## src/rtl/sqrt_pkg.sv

```systemverilog
// Shared helpers for the pipelined square root: width/latency derivation and defaults.
package sqrt_pkg;

  localparam int unsigned IN_W_DEF      = 16;
  localparam int unsigned REG_EVERY_DEF = 2;
  localparam int unsigned TAG_W_DEF     = 4;

  function automatic int unsigned ceil_div(input int unsigned a, input int unsigned b);
    return (a + b - 1) / b;
  endfunction

  function automatic int unsigned out_w(input int unsigned in_w);
    return in_w / 2;
  endfunction

  function automatic int unsigned rem_w(input int unsigned ow);
    return ow + 2;
  endfunction

  function automatic int unsigned nreg(input int unsigned in_w, input int unsigned reg_every);
    return ceil_div(out_w(in_w), reg_every);
  endfunction

  // Index of the last recurrence step feeding pipeline register k.
  function automatic int unsigned last_step(input int unsigned k, input int unsigned reg_every,
                                            input int unsigned ow);
    return ((k + 1) * reg_every > ow) ? ow - 1 : (k + 1) * reg_every - 1;
  endfunction

endpackage

```

## src/rtl/sqrt_pipe_param_if.sv

```systemverilog
// Operand/result handshake bundle for sqrt_pipe_param; rem_o exists only with SQRT_REM_EN.
interface sqrt_pipe_param_if
  import sqrt_pkg::*;
#(
  parameter int unsigned IN_W  = IN_W_DEF,
  parameter int unsigned TAG_W = TAG_W_DEF
) ();

  localparam int unsigned OUT_W = out_w(IN_W);

  logic             in_valid_i;
  logic             in_ready_o;
  logic [IN_W-1:0]  in_data_i;
  logic [TAG_W-1:0] in_tag_i;
  logic             out_valid_o;
  logic             out_ready_i;
  logic [OUT_W-1:0] root_o;
  logic [TAG_W-1:0] tag_o;
`ifdef SQRT_REM_EN
  logic [OUT_W:0]   rem_o;
`endif

  modport slave (
    input  in_valid_i, in_data_i, in_tag_i, out_ready_i,
`ifdef SQRT_REM_EN
    output rem_o,
`endif
    output in_ready_o, out_valid_o, root_o, tag_o
  );

  modport master (
    output in_valid_i, in_data_i, in_tag_i, out_ready_i,
`ifdef SQRT_REM_EN
    input  rem_o,
`endif
    input  in_ready_o, out_valid_o, root_o, tag_o
  );

endinterface

```

## src/rtl/sqrt_step.sv

```systemverilog
// One restoring square-root recurrence step: resolves one root bit from the next radicand pair.
module sqrt_step
  import sqrt_pkg::*;
#(
  parameter int unsigned OUT_W = out_w(IN_W_DEF)
) (
  input  logic [rem_w(OUT_W)-1:0] rem_i,
  input  logic [OUT_W-1:0]        root_i,
  input  logic [1:0]              pair_i,
  output logic [rem_w(OUT_W)-1:0] rem_o,
  output logic [OUT_W-1:0]        root_o
);

  localparam int unsigned REM_W = rem_w(OUT_W);
  localparam int unsigned ACC_W = REM_W + 2;

  logic [ACC_W-1:0] acc_c;
  logic [ACC_W-1:0] sub_c;
  logic [ACC_W-1:0] diff_c;

  // Trial subtract of {root,01}; keep the difference only if it did not go negative.
  always_comb begin
    acc_c  = {rem_i, pair_i};
    sub_c  = ACC_W'({root_i, 2'b01});
    diff_c = acc_c - sub_c;
    if (acc_c >= sub_c) begin
      rem_o  = REM_W'(diff_c);
      root_o = {root_i[OUT_W-2:0], 1'b1};
    end else begin
      rem_o  = REM_W'(acc_c);
      root_o = {root_i[OUT_W-2:0], 1'b0};
    end
  end

endmodule

```

## src/rtl/sqrt_pipe_param.sv

```systemverilog
// Fully pipelined floor(sqrt(x)) with valid/ready backpressure and tag pass-through.
// Define SQRT_REM_EN to expose the final remainder on rem_o.
module sqrt_pipe_param
  import sqrt_pkg::*;
#(
  parameter int unsigned IN_W      = IN_W_DEF,
  parameter int unsigned REG_EVERY = REG_EVERY_DEF,
  parameter int unsigned TAG_W     = TAG_W_DEF
) (
  input logic              clk,
  input logic              rst_n,
  sqrt_pipe_param_if.slave bus
);

  localparam int unsigned OUT_W = out_w(IN_W);
  localparam int unsigned REM_W = rem_w(OUT_W);
  localparam int unsigned NREG  = nreg(IN_W, REG_EVERY);

  if (IN_W % 2 != 0 || IN_W < 4) begin : g_chk_in_w
    $error("sqrt_pipe_param: IN_W must be even and >= 4");
  end
  if (REG_EVERY < 1 || REG_EVERY > OUT_W) begin : g_chk_reg_every
    $error("sqrt_pipe_param: REG_EVERY must be within 1..OUT_W");
  end
  if (TAG_W < 1) begin : g_chk_tag_w
    $error("sqrt_pipe_param: TAG_W must be >= 1");
  end

  typedef struct packed {
    logic             valid;
    logic [REM_W-1:0] rem;
    logic [OUT_W-1:0] root;
    logic [IN_W-1:0]  rad;
    logic [TAG_W-1:0] tag;
  } stage_t;

  stage_t stage_q [NREG];
  stage_t stage_d [NREG];
  logic   adv_c;
  logic   accept_c;
  logic   unused_c;

  // Single global advance: the whole pipe moves unless the output is held.
  assign adv_c          = ~stage_q[NREG-1].valid | bus.out_ready_i;
  assign bus.in_ready_o = rst_n & adv_c;
  assign accept_c       = bus.in_valid_i & bus.in_ready_o;

  for (genvar j = 0; j < OUT_W; j++) begin : g_step
    logic [REM_W-1:0] rem_s;
    logic [REM_W-1:0] rem_n;
    logic [OUT_W-1:0] root_s;
    logic [OUT_W-1:0] root_n;
    logic [IN_W-1:0]  rad_s;
    logic [IN_W-1:0]  rad_n;

    if (j == 0) begin : g_src_in
      assign rem_s  = '0;
      assign root_s = '0;
      assign rad_s  = bus.in_data_i;
    end else if (j % REG_EVERY == 0) begin : g_src_reg
      assign rem_s  = stage_q[j/REG_EVERY-1].rem;
      assign root_s = stage_q[j/REG_EVERY-1].root;
      assign rad_s  = stage_q[j/REG_EVERY-1].rad;
    end else begin : g_src_comb
      assign rem_s  = g_step[j-1].rem_n;
      assign root_s = g_step[j-1].root_n;
      assign rad_s  = g_step[j-1].rad_n;
    end

    // Consumed pair is shifted out so the next step always reads the top two bits.
    assign rad_n = rad_s << 2;

    sqrt_step #(.OUT_W(OUT_W)) u_step (
      .rem_i  (rem_s),
      .root_i (root_s),
      .pair_i (rad_s[IN_W-1 -: 2]),
      .rem_o  (rem_n),
      .root_o (root_n)
    );
  end

  for (genvar k = 0; k < NREG; k++) begin : g_stage
    localparam int unsigned JL = last_step(k, REG_EVERY, OUT_W);
    logic             valid_s;
    logic [TAG_W-1:0] tag_s;

    if (k == 0) begin : g_head
      assign valid_s = accept_c;
      assign tag_s   = bus.in_tag_i;
    end else begin : g_body
      assign valid_s = stage_q[k-1].valid;
      assign tag_s   = stage_q[k-1].tag;
    end

    if (k == NREG - 1) begin : g_tail
`ifdef SQRT_REM_EN
      assign stage_d[k] = '{valid: valid_s, rem: g_step[JL].rem_n, root: g_step[JL].root_n,
                            rad: '0, tag: tag_s};
`else
      assign stage_d[k] = '{valid: valid_s, rem: '0, root: g_step[JL].root_n,
                            rad: '0, tag: tag_s};
`endif
    end else begin : g_mid
      assign stage_d[k] = '{valid: valid_s, rem: g_step[JL].rem_n, root: g_step[JL].root_n,
                            rad: g_step[JL].rad_n, tag: tag_s};
    end
  end

  always_ff @(posedge clk or negedge rst_n) begin
    if (!rst_n) begin
      for (int unsigned k = 0; k < NREG; k++) stage_q[k] <= '0;
    end else if (adv_c) begin
      for (int unsigned k = 0; k < NREG; k++) stage_q[k] <= stage_d[k];
    end
  end

  assign bus.out_valid_o = stage_q[NREG-1].valid;
  assign bus.root_o      = stage_q[NREG-1].root;
  assign bus.tag_o       = stage_q[NREG-1].tag;
`ifdef SQRT_REM_EN
  assign bus.rem_o       = stage_q[NREG-1].rem[OUT_W:0];
`endif

  assign unused_c = ^{stage_q[NREG-1].rad, stage_q[NREG-1].rem, g_step[OUT_W-1].rad_n};

endmodule
```

## src/flat_wrapper.sv

```systemverilog
// flat-port wrapper written by rule: the top's interface ports become plain ports
module sqrt_pipe_param_flat import sqrt_pkg::*;
#(
  parameter int unsigned IN_W      = IN_W_DEF,
  parameter int unsigned REG_EVERY = REG_EVERY_DEF,
  parameter int unsigned TAG_W     = TAG_W_DEF
)
  (clk, rst_n, bus_in_valid_i, bus_in_data_i, bus_in_tag_i, bus_out_ready_i, bus_in_ready_o, bus_out_valid_o, bus_root_o, bus_tag_o);
  sqrt_pipe_param_if #(.IN_W(IN_W), .TAG_W(TAG_W)) bus_i ();
  input logic clk;
  input logic rst_n;
  input wire logic [$bits(bus_i.in_valid_i)-1:0] bus_in_valid_i;
  input wire logic [$bits(bus_i.in_data_i)-1:0] bus_in_data_i;
  input wire logic [$bits(bus_i.in_tag_i)-1:0] bus_in_tag_i;
  input wire logic [$bits(bus_i.out_ready_i)-1:0] bus_out_ready_i;
  output wire logic [$bits(bus_i.in_ready_o)-1:0] bus_in_ready_o;
  output wire logic [$bits(bus_i.out_valid_o)-1:0] bus_out_valid_o;
  output wire logic [$bits(bus_i.root_o)-1:0] bus_root_o;
  output wire logic [$bits(bus_i.tag_o)-1:0] bus_tag_o;
  assign bus_i.in_valid_i = bus_in_valid_i;
  assign bus_i.in_data_i = bus_in_data_i;
  assign bus_i.in_tag_i = bus_in_tag_i;
  assign bus_i.out_ready_i = bus_out_ready_i;
  assign bus_in_ready_o = bus_i.in_ready_o;
  assign bus_out_valid_o = bus_i.out_valid_o;
  assign bus_root_o = bus_i.root_o;
  assign bus_tag_o = bus_i.tag_o;
  sqrt_pipe_param #(.IN_W(IN_W), .REG_EVERY(REG_EVERY), .TAG_W(TAG_W)) u_core (.clk(clk), .rst_n(rst_n), .bus(bus_i));
endmodule
```

## config.mk

```make
export PLATFORM = sky130hd
export DESIGN_NAME = sqrt_pipe_param_flat
export DESIGN_NICKNAME = d
export VERILOG_FILES = /design/src/rtl/sqrt_pkg.sv /design/src/rtl/sqrt_pipe_param_if.sv /design/src/rtl/sqrt_step.sv /design/src/rtl/sqrt_pipe_param.sv /design/src/flat_wrapper.sv
export SDC_FILE = /design/constraint.sdc
export NUM_CORES = 1
export LEC_CHECK = 0
export BUFFER_PORTS_ARGS = -buffer_cell sky130_fd_sc_hd__buf_2
export CAP_MARGIN = 0
export CORE_AREA = 2 2 100 102
export CTS_CLUSTER_DIAMETER = 40
export DETAILED_ROUTE_END_ITERATION = 10
export DIE_AREA = 0 0 102 104
export GPL_TIMING_DRIVEN = 1
export HOLD_SLACK_MARGIN = 0.08
export PLACE_DENSITY = 0.8
export REMOVE_ABC_BUFFERS = 1
export SLEW_MARGIN = 15
export SYNTH_ARGS = -nofsm -noshare
export SYNTH_HDL_FRONTEND = slang
export SYNTH_SLANG_ARGS = --single-unit
```

## constraint.sdc

```tcl
create_clock -name clk -period 4.85 [get_ports clk]
set_clock_uncertainty 0.1 [all_clocks]
set_input_delay 0.2425 -clock clk [delete_from_list [all_inputs] [get_ports clk]]
set_output_delay 0.2425 -clock clk [all_outputs]
set_load 0.1 [all_outputs]
```

* After elaboration in Yosys (flattened, before gate mapping)
Cells that the tools add are included.
** Cells by class
- Add/sub/neg operators :: 7
- $lt $le $gt $ge :: 8
- Muxes and demuxes :: 15
- Bitwise logic cells :: 4
** Operator list (number)
- 10-bit 2-to-1 mux :: 7
- 12-bit by 3-bit greater-or-equal comparator with 1-bit output :: 1
- 12-bit by 4-bit greater-or-equal comparator with 1-bit output :: 1
- 12-bit by 5-bit greater-or-equal comparator with 1-bit output :: 1
- 12-bit by 6-bit greater-or-equal comparator with 1-bit output :: 1
- 12-bit by 7-bit greater-or-equal comparator with 1-bit output :: 1
- 12-bit by 8-bit greater-or-equal comparator with 1-bit output :: 1
- 12-bit by 9-bit greater-or-equal comparator with 1-bit output :: 1
- 10-bit by 3-bit subtractor with 10-bit output :: 1
- 10-bit by 4-bit subtractor with 10-bit output :: 1
- 10-bit by 5-bit subtractor with 10-bit output :: 1
- 10-bit by 6-bit subtractor with 10-bit output :: 1
- 10-bit by 7-bit subtractor with 10-bit output :: 1
- 10-bit by 8-bit subtractor with 10-bit output :: 1
- 1-bit 2-to-1 mux :: 8
- 2-bit by 1-bit subtractor with 3-bit output, second input constant :: 1
- 1-bit bitwise AND :: 2
- 2-bit by 1-bit greater-or-equal comparator with 1-bit output, second input constant :: 1
- 1-bit NOT :: 1
- 1-bit OR :: 1
** Word-level totals
- Bits in registers :: 94
- Output and inout port bits :: 14
- Logic and storage cells :: 52

* Longest topological paths before layout
- Depth in word-level cells :: 4
- Gate-level depth with buffers :: 19
- Depth with buffers taken out :: 18

* Hierarchy
Synthesis repeated with hierarchy kept, for this count alone.
** Second synthesis, totals
- Cells, all modules :: 933
- Area, all modules :: 9499.1 um^2
** Modules (own cells, without submodules)
- sqrt_step :: instances 8, cells each 88, area each 679.4 um^2, seq. area each 0.0 um^2
- sqrt_pipe_param :: instances 1, cells each 229, area each 4063.9 um^2, seq. area each 2652.5 um^2

* Worst setup path before layout
Ideal clock, no wire load.
- Path type :: reg2reg
- Start :: register, netlist name u_core.g_step[4].root_s[1]
- End :: register, netlist name u_core.g_step[6].rem_s[4]
- Arrival :: 3.748 ns
- Data required time :: 4.613 ns
- Path slack :: 0.865 ns
- Stages on the path, launching flop included :: 18
- Path through :: dfrtp_1 inv_1 ha_1 nand3_1 nor3_2 nor2_2 nand2_1 mux2_2 ha_1 and3_1 nand3_1 or4_1 a21oi_1 or3_1 a2111oi_4 buf_6 mux2i_1 a21oi_1
** On the way
- Cells in the longest elaborated chain, start to end :: 4
- Elaborated cells between the ends (all ways) :: 7
- Classes of those cells :: add/sub (2); order compare (2); mux (3)
** Ends and longest elaborated chain
- 12-bit by 6-bit greater-or-equal comparator with 1-bit output or 10-bit by 6-bit subtractor with 10-bit output (tied branches) :: line sqrt_step.sv:26, sqrt_step.sv:25
- 10-bit 2-to-1 mux or 1-bit 2-to-1 mux (tied branches) :: line sqrt_step.sv:26 : if (acc_c >= sub_c) begin
- 10-bit by 7-bit subtractor with 10-bit output or 12-bit by 7-bit greater-or-equal comparator with 1-bit output (tied branches) :: line sqrt_step.sv:25, sqrt_step.sv:26
- 10-bit 2-to-1 mux (*) :: line sqrt_step.sv:26
Mark *: on every way between the ends. The rest lies on a longest branch, timed or not.
A chain may end at the register's enable or synchronous reset.

* Worst setup path in the final report
- Start :: register, netlist name u_core.g_step[2].rem_s[1]
- End :: register, netlist name u_core.g_step[4].rem_s[1]
** On the way
- Cells in the longest elaborated chain, start to end :: 4
- Elaborated cells between the ends (all ways) :: 6
- Classes of those cells :: add/sub (1); order compare (2); mux (3)
** Ends and longest elaborated chain (line)
- 10-bit by 4-bit subtractor with 10-bit output or 12-bit by 4-bit greater-or-equal comparator with 1-bit output (tied branches) :: sqrt_step.sv:25, sqrt_step.sv:26
- 10-bit 2-to-1 mux or 1-bit 2-to-1 mux (tied branches) :: sqrt_step.sv:26
- 12-bit by 5-bit greater-or-equal comparator with 1-bit output (*) :: sqrt_step.sv:26
- 10-bit 2-to-1 mux (*) :: sqrt_step.sv:26
Marked as above.

==> results.yml <==
outcome:
  status: "complete, no violations"
sta:
  tns_ns: 0
  min_period_ns: 4.55
  drv_slew: 0
  worst_pin_slew_ns: 0.842
  clock.fmax_mhz: 220
  period_share_pct: 93.9
  setup_slack_ns: 0.298
  finalHoldViolCount: 0
  finalSetupViolations: 0
  maxSlewHeadroom_pct: 43.8
  rsz0062_at_grt: "no"
flow_run:
  drv_cap: 0
yosys:
  syn_area_per_cell_um2: 8.61
  yosysTopAreaCellShare_pct: 40.4
  yosysTopAreaCell: "dfrtp_1"
  synth_area_mm2: 0.00563
  synth_edf_count: 0
  synth-seq-cells: 91
  synth_ff_type: "dfrtp_1"
  ys_seq_area_share_pct: 40.4
  synthTopCellsByArea: "dfrtp_1, nand2_1, ha_1, o21ai_0, nor2_1"
  synth-async-reset-ratio_pct: 100
  ys_types: 61
  ys_warn_count: 0
  synthCells: 654
worst_setup_path:
  cp.arrival_ns: 4.69
  timing.reg2reg.setup_slack_ns: 0.30
  rr_startpoint: "u_core.g_step[2].rem_s[1]"
  criticalPathCategory: "reg -> reg"
  r2r-end: "u_core.g_step[4].rem_s[1]"
  end_kind: "flip-flop"
  start_kind: "flip-flop"
  required_ns: 4.99
  critPathMaxFanout: 16
  rr_worst_depth: 13
floorplan:
  initial_core_util_pct: 59.0
  dieArea_mm2: 0.0106
  die_w_um: 102
  rows: 36
  die_h_um: 104
  ios: 38
  core-area_mm2: 0.00955
worst_hold_path:
  min_from: "bus_in_data_i[13]"
  hold_end: "u_core.g_step[2].rem_s[1]"
  hold_path_depth: 3
  worstHoldPathType: "in -> reg"
placed_design:
  hpwl_um: 8360
  portBuffers: 37
  place.gp.congestion: 0.850
  dp_cells: 803
  detailedPlace.worstSlack_ns: 0.364
detailed_routing:
  vias_per_cell: 5.52
  ant_nets: 0
  drt-initial-drc-count: 218
  route.met3.wl_um: 501
  drcViolationCount: 0
  wl_um: 11800
  vias: 4624
  maxUsedRoutingLayer: "met4"
  route.met2.wl_um: 5970
  met1_length_um: 5120
  firstDrtPassIters: 4
  routedWlPerCell_um: 14.0
global_route:
  grt_use_total_pct: 23.9
  antenna_found_initial: 0
  grt_overflow_total: 0
  grt_pass1_vias: 4679
  grt_max_degree: 90
  grt_pass1_wl_um: 20700
clocking:
  clk_latency_ns: 0.35
  cts.sinks: 91
  path_clk_slew_ns: 0.09
  cts-root-buf: "clkbuf_8"
  ctsHtreeMaxLevel: 3
  cts_buffers: 9
  cts_max_path_buffers: 2
  cts_tree: "yes"
cells_and_area:
  layout-area-overhead-vs-synth_pct: 12.1
  fin_cells: 838
  antenna_cells: 0
  final_core_util_pct: 66.1
  nNetsFinal: 764
  fillers: 828
  drive_above_1_share_pct: 11.3
-- routing by layer --
metal / GRT usage (%) / up-vias
met5: 0 / -
met4: 9.62 / 0
met3: 3.70 / 17
met2: 40.6 / 90
met1: 30.0 / 2178
li1: - / 2339
-- cell usage after synthesis (2+ instances only) --
master,number
nand3_1,12
o31a_1,4
o21ai_1,4
nor3b_1,2
or4_1,3
a21o_1,11
and2_1,5
nand2_1,156
inv_1,33
nor2b_1,5
xor2_1,14
and3_1,4
nor3_1,13
clkbuf_1,21
o31ai_1,11
nand2b_1,10
a221oi_1,5
nor2_1,41
o211ai_1,3
mux2_2,4
xnor2_1,14
a31oi_1,4
o22ai_1,2
o21ai_0,47
a2111oi_0,2
mux2i_1,10
nand3b_1,4
buf_1,2
a21oi_1,30
o21a_1,9
ha_1,40
or2_2,4
nor4_1,7
dfrtp_1,91
-- cells by family after synthesis --
| group | after synthesis | synth area share [%] |
|---|---|---|
| adder cells (fa/ha/maj) | 40 | 8.89 |
| buffers and inverters | 58 | 4.07 |
| XOR/XNOR | 28 | 4.36 |
| AO/OA/AOI/OAI | 147 | 17.3 |
| flip-flops | 91 | 40.4 |
| multiplexers | 15 | 2.84 |
| AND/OR/NAND/NOR | 275 | 22.1 |
-- cell usage in the layout, fill, tap and decap left out, types with 5 or more instances in the layout --
master / n
a21o_1: 11
a21oi_1: 30
a221oi_1: 5
and2_1: 5
buf_2: 36
buf_4: 5
clkbuf_8: 9
dfrtp_1: 91
dlygate4sd3_1: 19
ha_1: 40
inv_1: 33
mux2i_1: 10
nand2_1: 155
nand2b_1: 9
nand3_1: 12
nor2_1: 41
nor3_1: 13
nor4_1: 7
o21a_1: 9
o21ai_0: 47
o31ai_1: 11
xnor2_1: 14
xor2_1: 14
-- worst max-delay path, stage by stage (launching register included) --
cell and delay, ns:
dfrtp_1 0.44, ha_1 0.36, a31oi_2 0.28, nand3_1 0.26, nor2_4 0.32, mux2i_1 0.33
ha_1 0.35, a21oi_1 0.23, o21ai_0 0.12, o31ai_1 0.34, o2111a_1 0.25, nor3b_4 0.59
mux2i_1 0.18, mux2_2 0.29
-- worst max-delay path by stage --
stage | slack [ns] | start | end | cells past startpoint
after global routing | 0.00009 | u_core.g_step[2].root_s[0] | u_core.g_step[4].rem_s[1] | 14
final | 0.30 | u_core.g_step[2].rem_s[1] | u_core.g_step[4].rem_s[1] | 13
after CTS | 0.35 | u_core.g_step[2].rem_s[1] | u_core.g_step[4].rem_s[1] | 13
after detailed placement | 0.36 | u_core.g_step[2].rem_s[1] | u_core.g_step[4].rem_s[1] | 13
after global placement | 0.50 | u_core.g_step[4].root_s[1] | u_core.g_step[6].rem_s[3] | 17
after floorplan | 0.42 | u_core.bus.out_valid_o | u_core.g_step[2].rem_s[0] | 2
-- flip-flops by register name, summed over array words and instances, names as in the netlist --
name                    cells
u_core.bus.out_valid_o      1
u_core.bus.root_o           8
u_core.bus.tag_o            4
u_core.g_stage.tag_s       12
u_core.g_stage.valid_s      3
u_core.g_step.rad_s        24
u_core.g_step.rem_s        27
u_core.g_step.root_s       12
-- final cells by class --
type / instances / area [um^2] / share of cell area (%)
Clock buffer: 10 / 128 / 2.02
Tap cell: 133 / 166 / 2.64
Inverter: 33 / 124 / 1.96
Sequential cell: 91 / 2280 / 36.1
Multi-Input combinational cell: 505 / 3140 / 49.7
Timing Repair Buffer: 60 / 408 / 6.46
Clock inverter: 6 / 71.3 / 1.13
-- repair_timing --
item	CTS	global route
endpoints found under the setup margin	0	6
buffers inserted	0	0
resized for setup	0	2
hold buffers	19	0
hold endpoints to repair	67	0
-- metrics by stage --
stage | hold slack, ns | cell area [um^2]
detailed placement | 0.211 | 5920
global placement | 0.201 | 5920
global route | 0.116 | 6310
floorplan | -0.153 | 5530
finish | 0.104 | 6310
CTS | 0.0837 | 6310
Power is not shown: default switching activity piles up to over one toggle a cycle in this logic, so the estimate is an artifact.
